## src/rtl/parking_pkg.sv

```systemverilog
// Shared types and constants for the parking gate controller.
package parking_pkg;

  typedef enum logic [1:0] {
    IDLE     = 2'd0,
    OPEN_IN  = 2'd1,
    OPEN_OUT = 2'd2,
    CLOSE    = 2'd3
  } gate_state_t;

  localparam logic DIR_ENTRY = 1'b0;
  localparam logic DIR_EXIT  = 1'b1;

  localparam int DEF_CAPACITY = 9;

endpackage

```

## src/rtl/parking_rr_arbiter.sv

```systemverilog
// Two-way round-robin between entry (bit 0) and exit (bit 1).
// On a tie the lane opposite to the last served direction wins.
module parking_rr_arbiter
  import parking_pkg::*;
(
  input  logic [1:0] req,
  input  logic       last_dir,
  output logic [1:0] gnt
);

  // One-hot grant; a single requester always wins outright
  always_comb begin
    gnt = req;
    if (req == 2'b11)
      gnt = (last_dir == DIR_EXIT) ? 2'b01 : 2'b10;
  end

endmodule

```

## src/rtl/parking_gate_arbiter.sv

```systemverilog
// Shared barrier gate controller: arbitrates entry/exit lanes, times the
// open window, and tracks lot occupancy.
module parking_gate_arbiter
  import parking_pkg::*;
#(
  parameter int CAPACITY    = DEF_CAPACITY,
  parameter int CNT_W       = 4,
  parameter int OPEN_CYCLES = 8
) (
  input  logic             clk,
  input  logic             reset_n,
  input  logic             entry_req,
  input  logic             exit_req,
  input  logic             pass_done,
  output logic             gate_open,
  output logic             gate_dir,
  output logic             entry_grant,
  output logic             exit_grant,
  output logic             entry_deny,
  output logic             timeout_err,
  output logic [CNT_W-1:0] occupancy,
  output logic             full,
  output logic             empty
);

  localparam int WIN_W = $clog2(OPEN_CYCLES);
  localparam logic [WIN_W-1:0] WIN_LAST = WIN_W'(OPEN_CYCLES - 1);

  gate_state_t      state_q, state_d;
  logic [WIN_W-1:0] win_cnt_q, win_cnt_d;
  logic [CNT_W-1:0] occ_q, occ_d;
  logic             last_dir_q, last_dir_d;
  logic             gate_open_q, gate_open_d;
  logic             gate_dir_q, gate_dir_d;
  logic             entry_grant_q, entry_grant_d;
  logic             exit_grant_q, exit_grant_d;
  logic             timeout_err_q, timeout_err_d;
  logic [1:0]       gnt;

  assign full  = (occ_q == CNT_W'(CAPACITY));
  assign empty = (occ_q == '0);

  // Lanes are gated by lot state so occupancy can never wrap
  parking_rr_arbiter u_rr (
    .req      ({exit_req & ~empty, entry_req & ~full}),
    .last_dir (last_dir_q),
    .gnt      (gnt)
  );

  // Next-state and registered-output logic
  always_comb begin
    state_d       = state_q;
    win_cnt_d     = win_cnt_q;
    occ_d         = occ_q;
    last_dir_d    = last_dir_q;
    gate_open_d   = gate_open_q;
    gate_dir_d    = gate_dir_q;
    entry_grant_d = 1'b0;
    exit_grant_d  = 1'b0;
    timeout_err_d = 1'b0;
    case (state_q)
      IDLE: begin
        win_cnt_d = '0;
        if (gnt[0]) begin
          state_d       = OPEN_IN;
          entry_grant_d = 1'b1;
          gate_open_d   = 1'b1;
          gate_dir_d    = DIR_ENTRY;
          last_dir_d    = DIR_ENTRY;
        end else if (gnt[1]) begin
          state_d      = OPEN_OUT;
          exit_grant_d = 1'b1;
          gate_open_d  = 1'b1;
          gate_dir_d   = DIR_EXIT;
          last_dir_d   = DIR_EXIT;
        end
      end
      OPEN_IN, OPEN_OUT: begin
        if (pass_done) begin
          occ_d       = (state_q == OPEN_IN) ? occ_q + CNT_W'(1) : occ_q - CNT_W'(1);
          state_d     = CLOSE;
          gate_open_d = 1'b0;
        end else if (win_cnt_q == WIN_LAST) begin
          timeout_err_d = 1'b1;
          state_d       = CLOSE;
          gate_open_d   = 1'b0;
        end else begin
          win_cnt_d = win_cnt_q + WIN_W'(1);
        end
      end
      CLOSE:   state_d = IDLE;
      default: state_d = IDLE;
    endcase
  end

  // State and output registers; reset closes the gate immediately
  always_ff @(posedge clk or negedge reset_n) begin
    if (!reset_n) begin
      state_q       <= IDLE;
      win_cnt_q     <= '0;
      occ_q         <= '0;
      last_dir_q    <= DIR_EXIT;
      gate_open_q   <= 1'b0;
      gate_dir_q    <= DIR_ENTRY;
      entry_grant_q <= 1'b0;
      exit_grant_q  <= 1'b0;
      timeout_err_q <= 1'b0;
    end else begin
      state_q       <= state_d;
      win_cnt_q     <= win_cnt_d;
      occ_q         <= occ_d;
      last_dir_q    <= last_dir_d;
      gate_open_q   <= gate_open_d;
      gate_dir_q    <= gate_dir_d;
      entry_grant_q <= entry_grant_d;
      exit_grant_q  <= exit_grant_d;
      timeout_err_q <= timeout_err_d;
    end
  end

  assign gate_open   = gate_open_q;
  assign gate_dir    = gate_dir_q;
  assign entry_grant = entry_grant_q;
  assign exit_grant  = exit_grant_q;
  assign timeout_err = timeout_err_q;
  assign occupancy   = occ_q;
  assign entry_deny  = (state_q == IDLE) && entry_req && full;

endmodule

```

## config.mk

```make
export PLATFORM = sky130hd
export DESIGN_NAME = parking_gate_arbiter
export DESIGN_NICKNAME = d
export VERILOG_FILES = /design/src/rtl/parking_pkg.sv /design/src/rtl/parking_rr_arbiter.sv /design/src/rtl/parking_gate_arbiter.sv
export SDC_FILE = /design/constraint.sdc
export NUM_CORES = 1
export LEC_CHECK = 0
export CAP_MARGIN = 0
export CORE_MARGIN = 3
export CORE_UTILIZATION = 50
export CTS_CLUSTER_DIAMETER = 40
export DETAILED_ROUTE_END_ITERATION = 6
export DONT_BUFFER_PORTS = 1
export GPL_TIMING_DRIVEN = 1
export HOLD_SLACK_MARGIN = 0.02
export PLACE_DENSITY = 0.77
export SKIP_CTS_REPAIR_TIMING = 1
export SYNTH_ARGS = -nofsm -noshare
export SYNTH_HDL_FRONTEND = slang
export SYNTH_SLANG_ARGS = --single-unit
```

## constraint.sdc

```tcl
create_clock -name clk -period 5.03 [get_ports clk]
set_input_delay 1.006 -clock clk [delete_from_list [all_inputs] [get_ports clk]]
set_output_delay 1.006 -clock clk [all_outputs]
set_load 0.01 [all_outputs]
```

[Yosys cells after proc, flatten, opt, wreduce, memory -nomap -nowiden]
Index checks and enable logic that the tools add are counted.
Word-level totals
  flip-flop bits (word level): 15
  memories: 0
  bits in latches: 0
  memory bits (writable): 0
  output and inout bits: 12
  memory bits (read-only): 0
  word-level logic and storage cells: 63
Cells by class
  divide/modulo/power cells: 0
  mux-type cells: 25
  shift operators: 0
  $mul: 0
  bitwise gates (word level): 4
  $add $sub $neg: 3
  magnitude comparators: 0
  reduce and logical (&&, ||, !) cells: 12
  equal/unequal tests: 10
Operator list (number)
  1-bit two-way mux: 13
  2-bit two-way mux: 6
  2-bit equality test (second input constant): 3
  3-bit two-way mux: 2
  3-bit inequality test (second input constant): 2
  2-bit one-hot mux with 3 select lines: 1
  3-bit one-hot mux with 2 select lines: 1
  2-bit AND reduction: 3
  3-bit AND reduction: 2
  4-bit by 1-bit adder with 4-bit output (second input constant): 1
  4-bit equality test (second input constant): 1
  4-bit logical NOT: 1
  4-bit two-way mux: 1
  2-bit inequality test (second input constant): 2
  2-bit nonzero test: 2
  4-bit by 1-bit subtractor with 4-bit output (second input constant): 1
  3-bit by 1-bit adder with 3-bit output (second input constant): 1
  3-bit equality test (second input constant): 1
  1-bit bitwise AND: 2
  2-bit by 1-bit equality test with 1-bit output (second input constant): 1
  1-bit logical AND: 2
  2-bit logical NOT: 1
  1-bit inverter: 2
  1-bit one-hot mux with 2 select lines: 1
  2-bit OR reduction: 1

[Logic depth before layout (Yosys ltp)]
  word-level depth: 8
  gate-level depth with buffers: 8
  mapped depth without buffers: 8

[Hierarchy]
From an unflattened synthesis, not the netlist that was laid out.
Second synthesis, totals
  cell total of the unflattened synthesis: 89
  area total of the unflattened synthesis: 874.6 µm²
Modules (own cells, without submodules)
  parking_gate_arbiter: cells each 86, area each 855.8 µm², times used 1
  parking_rr_arbiter: cells each 3, area each 18.8 µm², times used 1

[Worst setup path before layout]
OpenSTA, ideal clock, no wires.
  path kind: input port to output port
  start point: in entry_req
  end point: out entry_deny
  setup slack: 2.845 ns
  data arrival time: 1.179 ns
  cell stages on the path: 1
  path through: and3_1
Between the ends
  cells in the longest elaborated chain, start to end: 2
Ends and longest elaborated chain
  start, declared: RTL line parking_gate_arbiter.sv:12  | input logic entry_req,
  1-bit logical AND (2 in series): RTL line parking_gate_arbiter.sv:127  | assign entry_deny = (state_q == IDLE) && entry_req && full;
  end, declared: RTL line parking_gate_arbiter.sv:19  | output logic entry_deny,
No other way between the ends.

[Final worst setup path]
  start point: reg occ_q[0] (netlist: occupancy[0])
  end point: out empty
Between the ends
  cells in the longest elaborated chain, start to end: 1
Ends and longest elaborated chain
  start, declared: RTL line parking_gate_arbiter.sv:31  | logic [CNT_W-1:0] occ_q, occ_d;
  start signal, assigned: RTL line parking_gate_arbiter.sv:101  | occ_q <= '0;
  start signal, assigned: RTL line parking_gate_arbiter.sv:111  | occ_q <= occ_d;
  4-bit logical NOT: RTL line parking_gate_arbiter.sv:41  | assign empty = (occ_q == '0);
  end, declared: RTL line parking_gate_arbiter.sv:23  | output logic empty
No other way between the ends.

==> reports/metrics.cfg <==
[die]
dieArea_mm2=0.002287
fp.dieH_um=47.83
io-pin-count=17
dieWidth_um=47.83
core_area_mm2=0.001577
row_count=14
start_util_pct=55.48

[critical_path]
crit_fanout=8
critPathLaunchType=register
crit_path_end_kind=output port
arrival_ps=1520
worstPathRequired_ps=4020
crit_type=reg2out

[route]
totalWireLength_mm=1.576
drc=0
drtIter0Drc=8
avgRoutedWirePerCell_um=14.73
drt_pass1_iterations=4
antenna_left=0
vias=652
vias_per_cell=6.093

[pwr]
p_int_uw=354.0
power.density_mw_per_mm2=687.7
combPwrFrac_pct=50.9
ir_drop_mv=0.2937
p_sw_uw=279.3
power_uw=633.3
p_leak_uw=0.0004393
swShare_pct=44.10
seq_power_share_pct=38.1
pwr-share-clk_pct=11.1

[min_path]
holdCritPathClass=in2async

[synthesis]
synth-main-ff-cell=dfrtp_1
yosysSeqAreaShare_pct=43.06
synth_edf_count=0
postSynthCellCount=87
yosysUniqueCellTypes=32
synth_fp_nets=100
synthArstFlopShare_pct=100.0
ys_seq_elements=15
syn_area_um2=874.6
ys_warn_count=0
avgSynthCellArea_um2=10.05

[cts]
clkTransAtPathRegs_ps=90
cts_root_buffer=clkbuf_4
cts_inserted_buffers=3
cts_tree=done
worstSkewPairLatency_ps=290
clockBufferDepth=2
clkSinkCount=15
htreeDepth=1

[sta]
slew_headroom_pct=75.91
max_freq_mhz=395.3
fin_crit_sh_pct=50.29
setup_violations=0
hold_viol=0
period_needed_ps=2530
skew_ps=9.687
grt_setup_unrepaired=no
slew_violations=0
worst_slew_pin_slew_ps=360.6
finalSetupTns_ps=0
setup_ws_ps=2500

[finish]
final_area_um2=920.9
layout.nets=105
diodes=0
layout-drive-gt1-share_pct=12.09
syn2layout_area_growth_pct=5.293

[run_status]
status=finished, final reports clean

[placed_design]
dpl_cell_area_um2=894.6
dp_hpwl_mm=1.226
gp_congestion=0.7090
portBuffers=0
dp_slack_ps=2821

[grt]
grt_max_degree=16
antenna_found_initial=0
track_usage_pct=17.78
grt_pass1_wl_mm=2.622
grt_overflow=0
grt_pass1_vias=616

[run]
cap_violations=0

-- cells in the final DEF, fill, tap and decap left out, types with 2 or more instances in the layout --
cell | netlist | routed
clkbuf_4 | 0 | 3
ha_1 | 7 | 7
dfrtp_1 | 14 | 14
nand3_1 | 4 | 4
nand2_1 | 12 | 12
nor3_1 | 3 | 3
inv_1 | 6 | 6
nor3b_1 | 2 | 2
nor2_1 | 2 | 2
a21oi_1 | 5 | 5
o21ai_0 | 7 | 7
xnor2_1 | 2 | 2
mux2i_1 | 2 | 2
nand3b_1 | 2 | 2
-- area by class of cell --
cell class | count | area [um2]
Fill cell | 136 | 655.6
Multi-Input combinational cell | 66 | 475.5
Clock buffer | 4 | 26.28
Sequential cell | 15 | 376.6
Tap cell | 16 | 20.02
Inverter | 6 | 22.52
-- final timing paths --
path                                     startpoint                       end  slack (ps)  cells after the start
max in group asynchronous                   reset_n    last_dir_q$_DFFE_PN1P_        4460                      0
hold reg to reg              last_dir_q$_DFFE_PN1P_    last_dir_q$_DFFE_PN1P_         500                      2
setup reg to reg             state_q[1]$_DFFE_PN0P_  occupancy[3]$_DFFE_PN0P_        2950                      8
hold / removal                              reset_n     entry_grant$_DFF_PN0_         390                      0
min in group clk             last_dir_q$_DFFE_PN1P_    last_dir_q$_DFFE_PN1P_         500                      2
setup / recovery           occupancy[0]$_DFFE_PN0P_                     empty        2500                      2
-- cells by family after synthesis --
| group | share of synthesized area, % |
|---|---|
| buffers and inverters | 2.575 |
| muxes | 4.864 |
| and+or+nand+nor | 20.46 |
| adders and majority gates | 12.30 |
| AOI/OAI and AO/OA | 14.74 |
| DFF | 43.06 |
| xor gates and xnor gates | 2.003 |
-- power groups by stage --
stage	combinational (uW)	sequential [uW]	clock, uW
final	322	241	70.0
after global routing	373	250	81.8
after global placement	307	241	0
after detailed placement	324	244	0
after floorplan	270	229	0
after CTS	325	241	74.1
-- sequential cells by signal (all words and copies together) (netlist names) --
register	cells
gate_dir	1
gate_open	1
win_cnt_q	3
exit_grant	1
last_dir_q	1
occupancy	4
timeout_err	1
state_q	2
entry_grant	1
-- synth_stat cells, drive strengths merged, types with 2 or more instances --
cell,n,area share (%)
a21o,2,1.9
nand2,12,5.1
inv,6,2.6
nand3b,2,1.7
dfrtp,14,40
nor3b,2,1.7
o21ai,8,5.0
mux2i,2,2.3
a21oi,5,2.9
nor2,2,0.86
mux2,2,2.6
ha,7,10
xnor2,2,2.0
nand3,4,2.3
nor3,3,1.7
-- stage by stage --
step | std cells | hold slack, ps | utilization [%]
after floorplan | 87 | 464.6 | -
after global placement | 103 | 485.8 | 56.75
after detailed placement | 103 | 488.2 | 56.75
after CTS | 107 | 380.6 | 58.41
after global routing | 107 | 362.1 | 58.41
final | 107 | 393.2 | 58.41
-- per-layer routing --
| layer | global-route usage [%] | routed length (um) |
|---|---|---|
| met3 | 6.767 | 75 |
| met5 | 0 | 0 |
| met1 | 19.12 | 701 |
| met2 | 29.02 | 755 |
| met4 | 11.29 | 44 |
-- critical path, stage by stage, from the launching register on --
cell and delay (ps):
dfrtp_1 510, or4_4 600, inv_1 120
(Power assumes the default switching activity.)
